### config.mk
export PLATFORM = sky130hd
export DESIGN_NAME = dmem_arbiter
export DESIGN_NICKNAME = d
export VERILOG_FILES = /design/src/rtl/dmem_arb_pkg.sv /design/src/rtl/dmem_arbiter_rr_arb2.sv /design/src/rtl/dmem_arbiter.sv
export SDC_FILE = /design/constraint.sdc
export NUM_CORES = 1
export LEC_CHECK = 0
export ABC_AREA = 1
export BUFFER_PORTS_ARGS = -buffer_cell sky130_fd_sc_hd__buf_2
export CORE_UTILIZATION = 52
export DETAILED_ROUTE_END_ITERATION = 8
export PLACE_DENSITY = 0.85
export SYNTH_ARGS = -nofsm -noshare
export SYNTH_HDL_FRONTEND = slang
export SYNTH_HIERARCHICAL = 1
export SYNTH_SLANG_ARGS = --single-unit
export TNS_END_PERCENT = 50
### constraint.sdc
create_clock -name clk -period 3.6 [get_ports clk]
set_input_delay 0.72 -clock clk [delete_from_list [all_inputs] [get_ports clk]]
set_output_delay 0.72 -clock clk [all_outputs]
set_load 0.02 [all_outputs]
### src/rtl/dmem_arb_pkg.sv
// Shared types and constants for the data-memory arbiter.
// Holds the FSM state encoding, requester ids and latency bounds.
package dmem_arb_pkg;

    typedef logic [1:0] arb_state_t;

    localparam arb_state_t IDLE = 2'd0;
    localparam arb_state_t CMD  = 2'd1;
    localparam arb_state_t WAIT = 2'd2;
    localparam arb_state_t DONE = 2'd3;

    typedef enum logic {
        REQ_CORE = 1'b0,
        REQ_DBG  = 1'b1
    } req_id_t;

    localparam int MAX_LAT = 4;
    localparam int LAT_W   = $clog2(MAX_LAT + 1);

endpackage

### src/rtl/dmem_arbiter_rr_arb2.sv
// Two-way round-robin grant: bit 0 is the core, bit 1 the debug port.
// The pointer names the side that wins the next tie; it resets favouring the core.
module rr_arb2 (
    input  logic       clk,
    input  logic       reset,
    input  logic [1:0] req,
    input  logic       advance,
    output logic [1:0] gnt
);

    logic ptr;

    always_comb begin
        gnt = req;
        if (req == 2'b11) begin
            gnt = ptr ? 2'b10 : 2'b01;
        end
    end

    // The pointer moves when a grant is taken, away from the winner. It is not
    // consulted again until the next IDLE, so this matches moving it at completion.
    always_ff @(posedge clk or negedge reset) begin
        if (!reset) begin
            ptr <= 1'b0;
        end else if (advance && (gnt != 2'b00)) begin
            ptr <= gnt[0];
        end
    end

endmodule

### src/rtl/dmem_arbiter.sv
// Shares a single-port data memory between the MEM-stage core port and a debug port.
// Each access runs IDLE -> CMD -> (WAIT) -> DONE; the core is stalled until its DONE.
module dmem_arbiter
    import dmem_arb_pkg::*;
#(
    parameter int DATA_W  = 32,
    parameter int ADDR_W  = 9,
    parameter int MEM_LAT = 1
) (
    input  logic              clk,
    input  logic              reset,
    input  logic              core_rd,
    input  logic              core_wr,
    input  logic [ADDR_W-1:0] core_addr,
    input  logic [DATA_W-1:0] core_wdata,
    output logic [DATA_W-1:0] core_rdata,
    output logic              core_stall,
    input  logic              dbg_req,
    input  logic              dbg_we,
    input  logic [ADDR_W-1:0] dbg_addr,
    input  logic [DATA_W-1:0] dbg_wdata,
    output logic              dbg_ack,
    output logic [DATA_W-1:0] dbg_rdata,
    output logic              mem_rd,
    output logic              mem_wr,
    output logic [ADDR_W-1:0] mem_addr,
    output logic [DATA_W-1:0] mem_wdata,
    input  logic [DATA_W-1:0] mem_rdata,
    output arb_state_t        state
);

    localparam logic [LAT_W-1:0] LAT_LOAD = LAT_W'(MEM_LAT - 1);
    localparam logic [LAT_W-1:0] LAT_LAST = LAT_W'(1);

    arb_state_t        state_nxt;
    req_id_t           win;
    logic              op_wr;
    logic [ADDR_W-1:0] addr_q;
    logic [DATA_W-1:0] wdata_q;
    logic [DATA_W-1:0] core_rdata_q;
    logic [DATA_W-1:0] dbg_rdata_q;
    logic [LAT_W-1:0]  lat_cnt;
    logic [1:0]        gnt;
    logic              creq;
    logic              core_done;

    assign creq = core_rd | core_wr;

    rr_arb2 u_rr (
        .clk     (clk),
        .reset   (reset),
        .req     ({dbg_req, creq}),
        .advance (state == IDLE),
        .gnt     (gnt)
    );

    always_comb begin
        state_nxt = state;
        case (state)
            IDLE:    if (gnt != 2'b00) state_nxt = CMD;
            CMD:     state_nxt = (op_wr || MEM_LAT == 1) ? DONE : WAIT;
            WAIT:    if (lat_cnt == LAT_LAST) state_nxt = DONE;
            DONE:    state_nxt = IDLE;
            default: state_nxt = IDLE;
        endcase
    end

    always_ff @(posedge clk or negedge reset) begin
        if (!reset) begin
            state        <= IDLE;
            win          <= REQ_CORE;
            op_wr        <= 1'b0;
            addr_q       <= '0;
            wdata_q      <= '0;
            core_rdata_q <= '0;
            dbg_rdata_q  <= '0;
            lat_cnt      <= '0;
        end else begin
            state <= state_nxt;
            case (state)
                IDLE: begin
                    // A core access with both rd and wr set is a write.
                    if (gnt[1]) begin
                        win     <= REQ_DBG;
                        op_wr   <= dbg_we;
                        addr_q  <= dbg_addr;
                        wdata_q <= dbg_wdata;
                    end else if (gnt[0]) begin
                        win     <= REQ_CORE;
                        op_wr   <= core_wr;
                        addr_q  <= core_addr;
                        wdata_q <= core_wdata;
                    end
                end
                CMD:  lat_cnt <= LAT_LOAD;
                WAIT: lat_cnt <= lat_cnt - 1'b1;
                DONE: begin
                    if (!op_wr) begin
                        if (win == REQ_CORE) core_rdata_q <= mem_rdata;
                        else                 dbg_rdata_q  <= mem_rdata;
                    end
                end
                default: ;
            endcase
        end
    end

    assign core_done  = (state == DONE) && (win == REQ_CORE);
    assign core_stall = creq & ~core_done;
    assign dbg_ack    = (state == DONE) && (win == REQ_DBG);

    assign mem_rd    = (state == CMD) && !op_wr;
    assign mem_wr    = (state == CMD) && op_wr;
    assign mem_addr  = addr_q;
    assign mem_wdata = wdata_q;

    // Read data is forwarded in DONE so it is valid as stall falls or ack pulses.
    assign core_rdata = (core_done && !op_wr) ? mem_rdata : core_rdata_q;
    assign dbg_rdata  = (dbg_ack && !op_wr)   ? mem_rdata : dbg_rdata_q;

endmodule
==> metrics.txt, run 1 <==
status complete, no violations; dpl ws roughly 0.86 ns; top-count cell post-synth nand2_1; Slowest cell on crit path nand2_2; CP most frequent cell nand2_1; Net count, final slightly above 1000; Commonest cells post-synth 332 x nand2_1, 113 x dfrtp_1, 101 x o21ai_0; Worst Setup End Kind output pin; CP Launch Point state[1]; Detailed Route WL 12.9 mm; height of the die around 100 um; Synth top area share between 50% and 60%; layout cells sized above 1 around 30%; Post-synth EDFFs 0; vias in the first global route between 4000 and 5000; Max Clk Rate 305 MHz; total global routing overflow 0; multi-input logic area between 0.002 and 0.0025 mm^2; GR peak layer met2; global-route wire length before repair around 20 mm; gpl congestion 0.818; VDD IR max around 0.44 mV; final worst setup slack 0.320 ns; Root Driver clkbuf_8; Initial DRC Count 194; number of routed nets with antenna violations 0; post-synthesis sequential area ratio between 50 and 60%; R2R cell count 7; M3 GR Usage 6.72%; # setup viols final 0; IO Port Bufs 230; Register Area approximately 0.0028 mm^2; top post-synthesis cells by area dfrtp_1 53%, nand2_1 23%, o21ai_0 9.4%; Core Region 0.00986 mm^2; via density per instance around 4.8; CTS sink cnt 113; CTS tree built; H-tree depth 4; Cell variety after synth 23; initial antenna violation count 0; row cnt 36; final hold viol count 0; crit-path cells ha_1 -> nand2_1 -> inv_2 -> nand2_2 -> buf_4 -> nand2_1 -> o21ai_0 -> buf_2; CTS Buf Count 17; cts hold-fix bufs 0; crit-path max cell delay 0.55 ns; Most used DFF post-synth dfrtp_1; postcts setup bufs 0; Global Route Usage Sum between 20% and 30%; total design power just over 7 mW; Cell Pwr Density between 1000 and 1500 mW/mm^2; total negative setup slack 0 ns; P&R area growth vs syn 32.1%; CP required between 2 and 3 ns; Critical Path AT between 2 and 3 ns; Clock Skew ~0.012 ns; Slew Limit Fails 0; post-cts sizing count 0; RSZ-0062 raised after global routing no; fraction of registers with async set/reset 100%; met2 usage 42.1%; WL/cell between 10 and 15 um; Ant. Diodes 0; Tmin final between 3 and 4 ns; Max Cap Viol 0; worst r2r dst dbg_rdata_q[12]; drt drc 0; # IOs between 200 and 250; Initial Util a little over half; HPWL Detailed around 9.1 mm; Post-Synthesis Cells between 600 and 700; worst setup path endpoint dbg_rdata[12]; Worst slew margin between 40% and 50%; Worst-Margin Slew between 0.7 and 0.8 ns; syn nets a little over 800; Ys Warns 6; Synth Register Bits 113; Critical Path Source Type register; top cell type by total area after synthesis dfrtp_1; Final period util between 90% and 100%; layout filler cell count approximately 840; GR met1 Demand/Resource between 20% and 30%; leakage just over 4 nW; clock transition at the registers of the reported paths 0.06 ns; largest net degree at the start of global routing 67; Crit Path Category register to output pin; DR pass1 iterations 6; Worst R2R Start state[1]; final design utilization a little under three quarters; internal reg-to-reg setup slack ~1.6 ns; vias after detailed routing around 5000; mapped cell area 0.00535 mm^2; HP Class input port to asynchronous set/reset pin; worst skew pair latency around 0.5 ns; die width just over 100 um; CTS max path bufs 2; die area ~0.011 mm^2; syn avg cell area 7.84 um^2; crit path max fanout just under 50
placed cells by master (no fill, tap or decap), drive strengths merged, types with 2 or more instances in the layout:
cell type and count:
clkbuf 21, o21ai 132, nand3 3, a21boi 2, bufinv 2, nor2 5, clkinv 6, ha 6
dfrtp 113, buf 237, inv 47, nand2 334, clkinvlp 2
state kept, by name, indices dropped and copies added, names as in the netlist:
register,flops
lat_cnt,3
op_wr,1
mem_wdata,32
dbg_rdata_q,32
mem_addr,9
u_rr/ptr,1
core_rdata_q,32
state,2
win,1
cell families (layout without fill, tap and decap cells):
group / Yosys count / count (layout) / synth area share (%)
AND/OR/NAND/NOR: 342 / 342 / 24.2
AO/OA/AOI/OAI: 136 / 136 / 13.0
flip-flops: 113 / 113 / 52.8
buffers and inverters: 85 / 315 / 8.39
adder cells (fa/ha/maj): 6 / 6 / 1.40
XOR/XNOR: 1 / 1 / 0.164
stage by stage:
stage | hold WS [ns] | cell area (um^2) | cells
finish | 0.261 | 7070 | 1046
global placement | 0.455 | 6500 | 1016
global route | 0.301 | 7070 | 1046
detailed placement | 0.461 | 6500 | 1016
CTS | 0.269 | 7070 | 1046
floorplan | 0.424 | 5350 | 683
critical path, delay by kind of cell, from the launching register on:
kind	cells	cell delay (ns)
AOI/OAI and AO/OA	1	0.08
buffers and inverters	3	0.59
adders and majority gates	1	0.21
DFF	1	0.42
and+or+nand+nor	3	0.74
per-layer routing:
metal	vias up	wire (um)
li1	2576	-
met1	2235	5510
met2	187	6270
met3	13	933
met4	0	151
met5	-	0
power by group:
part	switching, mW	internal [mW]	total, mW	leakage (nW)
combinational	2.33	1.09	3.42	2.45
sequential	0.252	1.89	2.14	1.39
clock	0.552	1.05	1.60	0.282
total	3.14	4.02	7.16	4.12
worst min path at each step:
stage	startpoint	to	cells past startpoint
after detailed placement	mem_wdata[15]	mem_wdata[15]	2
final	reset	core_rdata_q[23]	1
after floorplan	reset	core_rdata_q[0]	0
after global routing	reset	dbg_rdata_q[23]	1
after CTS	reset	core_rdata_q[23]	1
after global placement	dbg_rdata_q[7]	dbg_rdata_q[7]	2
cell type report:
class,count,area share (%)
Sequential cell,113,40.0
Multi-Input combinational cell,485,29.5
Timing Repair Buffer,237,17.4
Clock buffer,21,6.63
Inverter,48,2.58
Tap cell,133,2.35
Clock inverter,9,1.52
(Power assumes the default switching activity.)
==> run 2: changes to the inputs <==
PLACE_DENSITY = 0.82   (was 0.85)
==> run 2 against run 1 <==
Net effect:
- worst hold slack improved by 0.074 ns
- total power increased by 3.5%
- combinational power hardly changed
- critical endpoint is now dbg_rdata[24]
- critical path type unchanged
- clock skew down 0.0026 ns
==> metrics.txt, run 2 (synthesized netlist as in run 1, its figures left out) <==
status complete, no violations; row cnt 36; CP most frequent cell nand2_1; worst r2r dst dbg_rdata_q[20]; Worst-Margin Slew just under 0.9 ns; cell family contributing the most delay on the critical path simple AND/OR/NAND/NOR gates; total design power roughly 7.4 mW; cts hold-fix bufs 0; CTS sink cnt approximately 110; final worst setup slack approximately 0.47 ns; number of routed nets with antenna violations 0; HPWL Detailed about 9 mm; Crit path depth 8; CTS Buf Count 17; postcts setup bufs 0; Max Clk Rate 320 MHz; vias in the first global route 4398; total negative setup slack 0 ns; commonest non-fill, non-tap cell in the layout nand2_1; CP Launch Point state[0]; CP required around 2.9 ns; worst skew pair latency 0.49 ns; Ant. Diodes 0; crit path max fanout 60; internal power around 4.3 mW; layout cells sized above 1 30.2%; Critical Path Source Type register; # setup viols final 0; NetSw ~3.1 mW; post-cts sizing count 0; Worst Setup End Kind output pin; crit-path max cell delay around 0.43 ns; worst setup path endpoint dbg_rdata[24]; global-route wire length before repair roughly 20 mm; IO Port Bufs 230; Critical Path AT roughly 2.4 ns; total global routing overflow 0; non-filler cells, final approximately 1000; Worst R2R Start state[0]; Slowest cell on crit path dfrtp_1; internal reg-to-reg setup slack about 1.8 ns; CTS tree built; P&R area growth vs syn 34.0%; drt drc 0; CTS max path bufs 2; WL/cell around 12 um; final design utilization about 73%; Clk pwr share 25.0%; Crit Path Category register to output pin; # IOs between 200 and 250; Core Region approximately 0.0099 mm^2; Net count, final about 1000; Tmin final between 3 and 4 ns; largest net degree at the start of global routing between 70 and 80; Max Cap Viol 0; RSZ-0062 raised after global routing no; initial antenna violation count 0; clock transition at the registers of the reported paths 0.06 ns; VDD IR max around 0.43 mV; Global Route Usage Sum about 25%; Worst slew margin approximately 42%; die area 0.0107 mm^2; via density per instance between 4 and 5; H-tree depth 4; Root Driver clkbuf_8; Sw Share between 40% and 50%; Clock Skew 0.00951 ns; sequential power share 28.7%; number of buffers and inverters on the critical path 3; DR pass1 iterations 4; Final period util roughly 87%; final hold viol count 0; vias after detailed routing just under 5000; die width approximately 100 um; HP Class input port to asynchronous set/reset pin; most frequent cells in the layout 332 x nand2_1, 229 x buf_2, 113 x dfrtp_1, 101 x o21ai_0, 44 x inv_1; Initial Util a little over half; dpl ws ~1.0 ns; gpl congestion 0.819; crit-path cells ha_1 -> nand2_1 -> inv_2 -> nand2_2 -> buf_12 -> nand2_1 -> o21ai_1 -> buf_2; combinational group share of total power a little under half; R2R cell count 7; Initial DRC Count 170; Detailed Route WL 12.6 mm; Cells after DPL between 1000 and 1500; leakage 4.17 nW; Slew Limit Fails 0; height of the die around 100 um; Cell Pwr Density ~1000 mW/mm^2
==> run 2: routing by layer <==
| layer | global-route usage, % | share of wire [%] | up-vias |
|---|---|---|---|
| met5 | 0 | 0 | - |
| met4 | 10.1 | 2.2 | 0 |
| met3 | 7.93 | 6.7 | 22 |
| met2 | 39.4 | 47 | 185 |
| met1 | 31.0 | 44 | 2140 |
| li1 | - | - | 2574 |
==> run 2: power by group through the flow <==
stage | clock [mW] | sequential [mW] | combinational [mW]
after CTS | 1.88 | 2.13 | 3.47
after global placement | 0 | 2.13 | 3.39
after global routing | 1.95 | 2.20 | 3.86
final | 1.85 | 2.13 | 3.43
after detailed placement | 0 | 2.13 | 3.46
after floorplan | 0 | 2.39 | 2.15
==> run 2: how the worst min path moves through the flow <==
stage	cells past startpoint	endpoint	slack [ns]
3_3_place_gp	2	core_rdata_q[14]	0.46
5_1_grt	1	dbg_rdata_q[12]	0.40
4_1_cts	1	core_rdata_q[11]	0.36
2_1_floorplan	0	core_rdata_q[0]	0.42
6_report	1	dbg_rdata_q[11]	0.33
3_5_place_dp	2	mem_wdata[28]	0.46
==> run 2: area by class of cell <==
type / count / area (um^2)
sequential: 113 / 2830
inverter: 48 / 183
clock inverter: 13 / 233
multi-input combinational: 485 / 2090
fill: 821 / 2690
tap: 133 / 166
timing repair buffer: 237 / 1240
clock buffer: 19 / 432
==> run 2: metrics by stage <==
step           cell area [um^2]  hold slack (ns)
2_1_floorplan              5350            0.424
3_3_place_gp               6510            0.456
3_5_place_dp               6510            0.460
4_1_cts                    7170            0.361
5_1_grt                    7170            0.400
6_report                   7170            0.335
==> run 3: changes to the inputs <==
SYNTH_HIERARCHICAL = unset   (was 1)
==> run 3 against run 2 <==
Net effect:
- area after synthesis up 3.7%
- via count increased by 7.6%
- clock skew fell by 0.00067 ns
- global-route usage up 1.2 points
- total power about the same
- sequential power increased by 2%
- clock power decreased by 5%
- register-to-register slack worse by 0.23 ns
- critical endpoint is now core_rdata[8]
- largest cell class unchanged
- highest routed layer unchanged
==> metrics.txt, run 3 <==
Post-synth EDFFs 0; via density per instance around 5; HPWL Detailed 9.46 mm; syn nets ~850; top cell type by total area after synthesis dfrtp_1; die area around 0.011 mm^2; post-cts sizing count 0; Root Driver clkbuf_8; P&R area growth vs syn 32.5%; Global Route Usage Sum between 20 and 30%; largest net degree at the start of global routing between 60 and 70; Detailed Route WL 13.8 mm; Slowest cell on crit path nand3_2; Compound-Gate Fraction of Synth Area around an eighth; sequential power share between 20% and 30%; Worst-Margin Slew about 0.81 ns; HP Class input port to asynchronous set/reset pin; main combinational cell family by area after synthesis simple AND/OR/NAND/NOR gates; CTS tree built; combinational group share of total power between 40% and 50%; final instance area approximately 0.0074 mm^2; Post-Synth Adder-Cell Area 1.35%; Final period util between 90% and 100%; multiplexer share of the synthesized area 0%; leakage 4.34 nW; Ant. Diodes 0; post-place instance area 0.00672 mm^2; fraction of registers with async set/reset 100%; Commonest cells post-synth 199 x nand2_1, 128 x inv_1, 124 x o21ai_0; # IOs about 230; cell family contributing the most delay on the critical path buffers and inverters; CTS max path bufs 2; Most used DFF post-synth dfrtp_1; clock transition at the registers of the reported paths 0.06 ns; post-synthesis sequential area ratio 50.9%; final hold viol count 0; Worst slew margin between 40% and 50%; Sw Share around 44%; Core Region around 0.010 mm^2; Tmin final 3.30 ns; H-tree depth 4; multi-input logic area roughly 0.0020 mm^2; NetSw about 3.2 mW; Crit Path Category register to output pin; drt drc 0; number of routed nets with antenna violations 0; worst skew pair latency between 0.4 and 0.5 ns; crit-path cells ha_1 -> nand3_2 -> buf_4 -> o21ai_0 -> buf_2; Post-Synthesis Cells around 720; VDD IR max 0.453 mV; cts hold-fix bufs 0; XOR/XNOR share of the synthesized area 0.158%; number of buffers and inverters on the critical path 2; CP required 2.88 ns; Cell Pwr Density between 1000 and 1500 mW/mm^2; Cell variety after synth 21; internal power about 4.2 mW; vias after detailed routing ~5300; Net count, final roughly 1100; Clk pwr share a little under a quarter; global-route wire length before repair between 20 and 25 mm; # setup viols final 0; Max Cap Viol 0; Worst Setup End Kind output pin; Synth Register Bits ~110; total global routing overflow 0; Initial Util approximately 54%; initial antenna violation count 0; Clock Skew between 0.008 and 0.009 ns; Critical Path Source Type register; simple-gate portion of the synthesized area 21.8%; IO Port Bufs 230; CTS sink cnt about 110; total negative setup slack 0 ns; row cnt 37; Synth top area share between 50 and 60%; gpl congestion 0.806; Ys Warns 0; top-count cell post-synth nand2_1; Register Area 0.00283 mm^2; height of the die approximately 110 um; vias in the first global route roughly 4800; status complete, no violations; Critical Path AT 2.58 ns; crit-path max cell delay approximately 0.57 ns; commonest non-fill, non-tap cell in the layout buf_2; postcts setup bufs 0; CTS Buf Count 17; layout filler cell count 852; die width 105 um; DR pass1 iterations 5; top post-synthesis cells by area dfrtp_1 51%, nand2_1 13%, o21ai_0 11%; Initial DRC Count roughly 410; crit path max fanout 44; Max Clk Rate around 300 MHz; WL/cell about 13 um; syn avg cell area between 7 and 8 um^2; Slew Limit Fails 0; layout cells sized above 1 roughly 30%; RSZ-0062 raised after global routing no; mapped cell area between 0.005 and 0.006 mm^2; most frequent cells in the layout 229 x buf_2, 199 x nand2_1, 128 x inv_1, 124 x o21ai_0, 113 x dfrtp_1
run 3: cell count changes after synthesis, sizes merged:
cell    before  now
nor2         5    4
nand2      334  201
nand3        3   86
clkinv       1    0
inv         47  131
a21oi        1    2
a21boi       2    0
buf         24   28
o21ai      132  136
run 3: power by group through the flow:
| stage | Combinational, mW | Clock, mW | Sequential [mW] |
|---|---|---|---|
| floorplan | 2.10 | 0 | 2.43 |
| global placement | 3.41 | 0 | 2.16 |
| detailed placement | 3.49 | 0 | 2.16 |
| CTS | 3.51 | 1.79 | 2.17 |
| global route | 3.84 | 1.85 | 2.23 |
| finish | 3.48 | 1.76 | 2.17 |
run 3: logic make-up after synthesis:
group | after synthesis
XOR/XNOR | 1
adder cells (fa/ha/maj) | 6
buffers and inverters | 172
flip-flops | 113
AO/OA/AOI/OAI | 139
AND/OR/NAND/NOR | 291
run 3: worst paths after layout:
path | from | end | slack, ns | cells past startpoint
min in group clk | mem_wdata[21] | mem_wdata[21] | 0.47 | 2
hold reg to reg | mem_wdata[21] | mem_wdata[21] | 0.47 | 2
setup / recovery | state[1] | core_rdata[8] | 0.30 | 5
setup reg to reg | state[1] | core_rdata_q[14] | 1.55 | 5
hold / removal | reset | dbg_rdata_q[8] | 0.25 | 1
max in group asynchronous | reset | mem_addr[3] | 2.57 | 2
run 3: through the flow:
step | instances | setup WS [ns] | hold WS (ns) | util, % | power [mW]
final | 1087 | 0.296 | 0.246 | 71.3 | 7.41
after global routing | 1087 | 0.0362 | 0.286 | 71.3 | 7.92
after CTS | 1087 | 0.249 | 0.266 | 71.3 | 7.46
after detailed placement | 1055 | 0.796 | 0.460 | 65.1 | 5.65
after global placement | 1055 | 0.919 | 0.457 | 65.1 | 5.57
after floorplan | 722 | 1.07 | 0.424 | - | 4.53
run 3: metal layers:
layer | part of all wire (%) | wire [um] | vias to the layer above | GRT usage [%]
li1 | - | - | 2683 | -
met1 | 43 | 5920 | 2362 | 32.9
met2 | 47 | 6530 | 227 | 42.2
met3 | 7.4 | 1020 | 24 | 6.80
met4 | 2.1 | 287 | 0 | 9.26
met5 | 0 | 0 | - | 0
run 3: final cells by class:
type	count	area share, %
Tap cell	136	2.31
Clock inverter	12	2.43
Clock buffer	20	6.19
Timing Repair Buffer	238	16.7
Multi-Input combinational cell	437	27.3
Sequential cell	113	38.4
Inverter	131	6.68
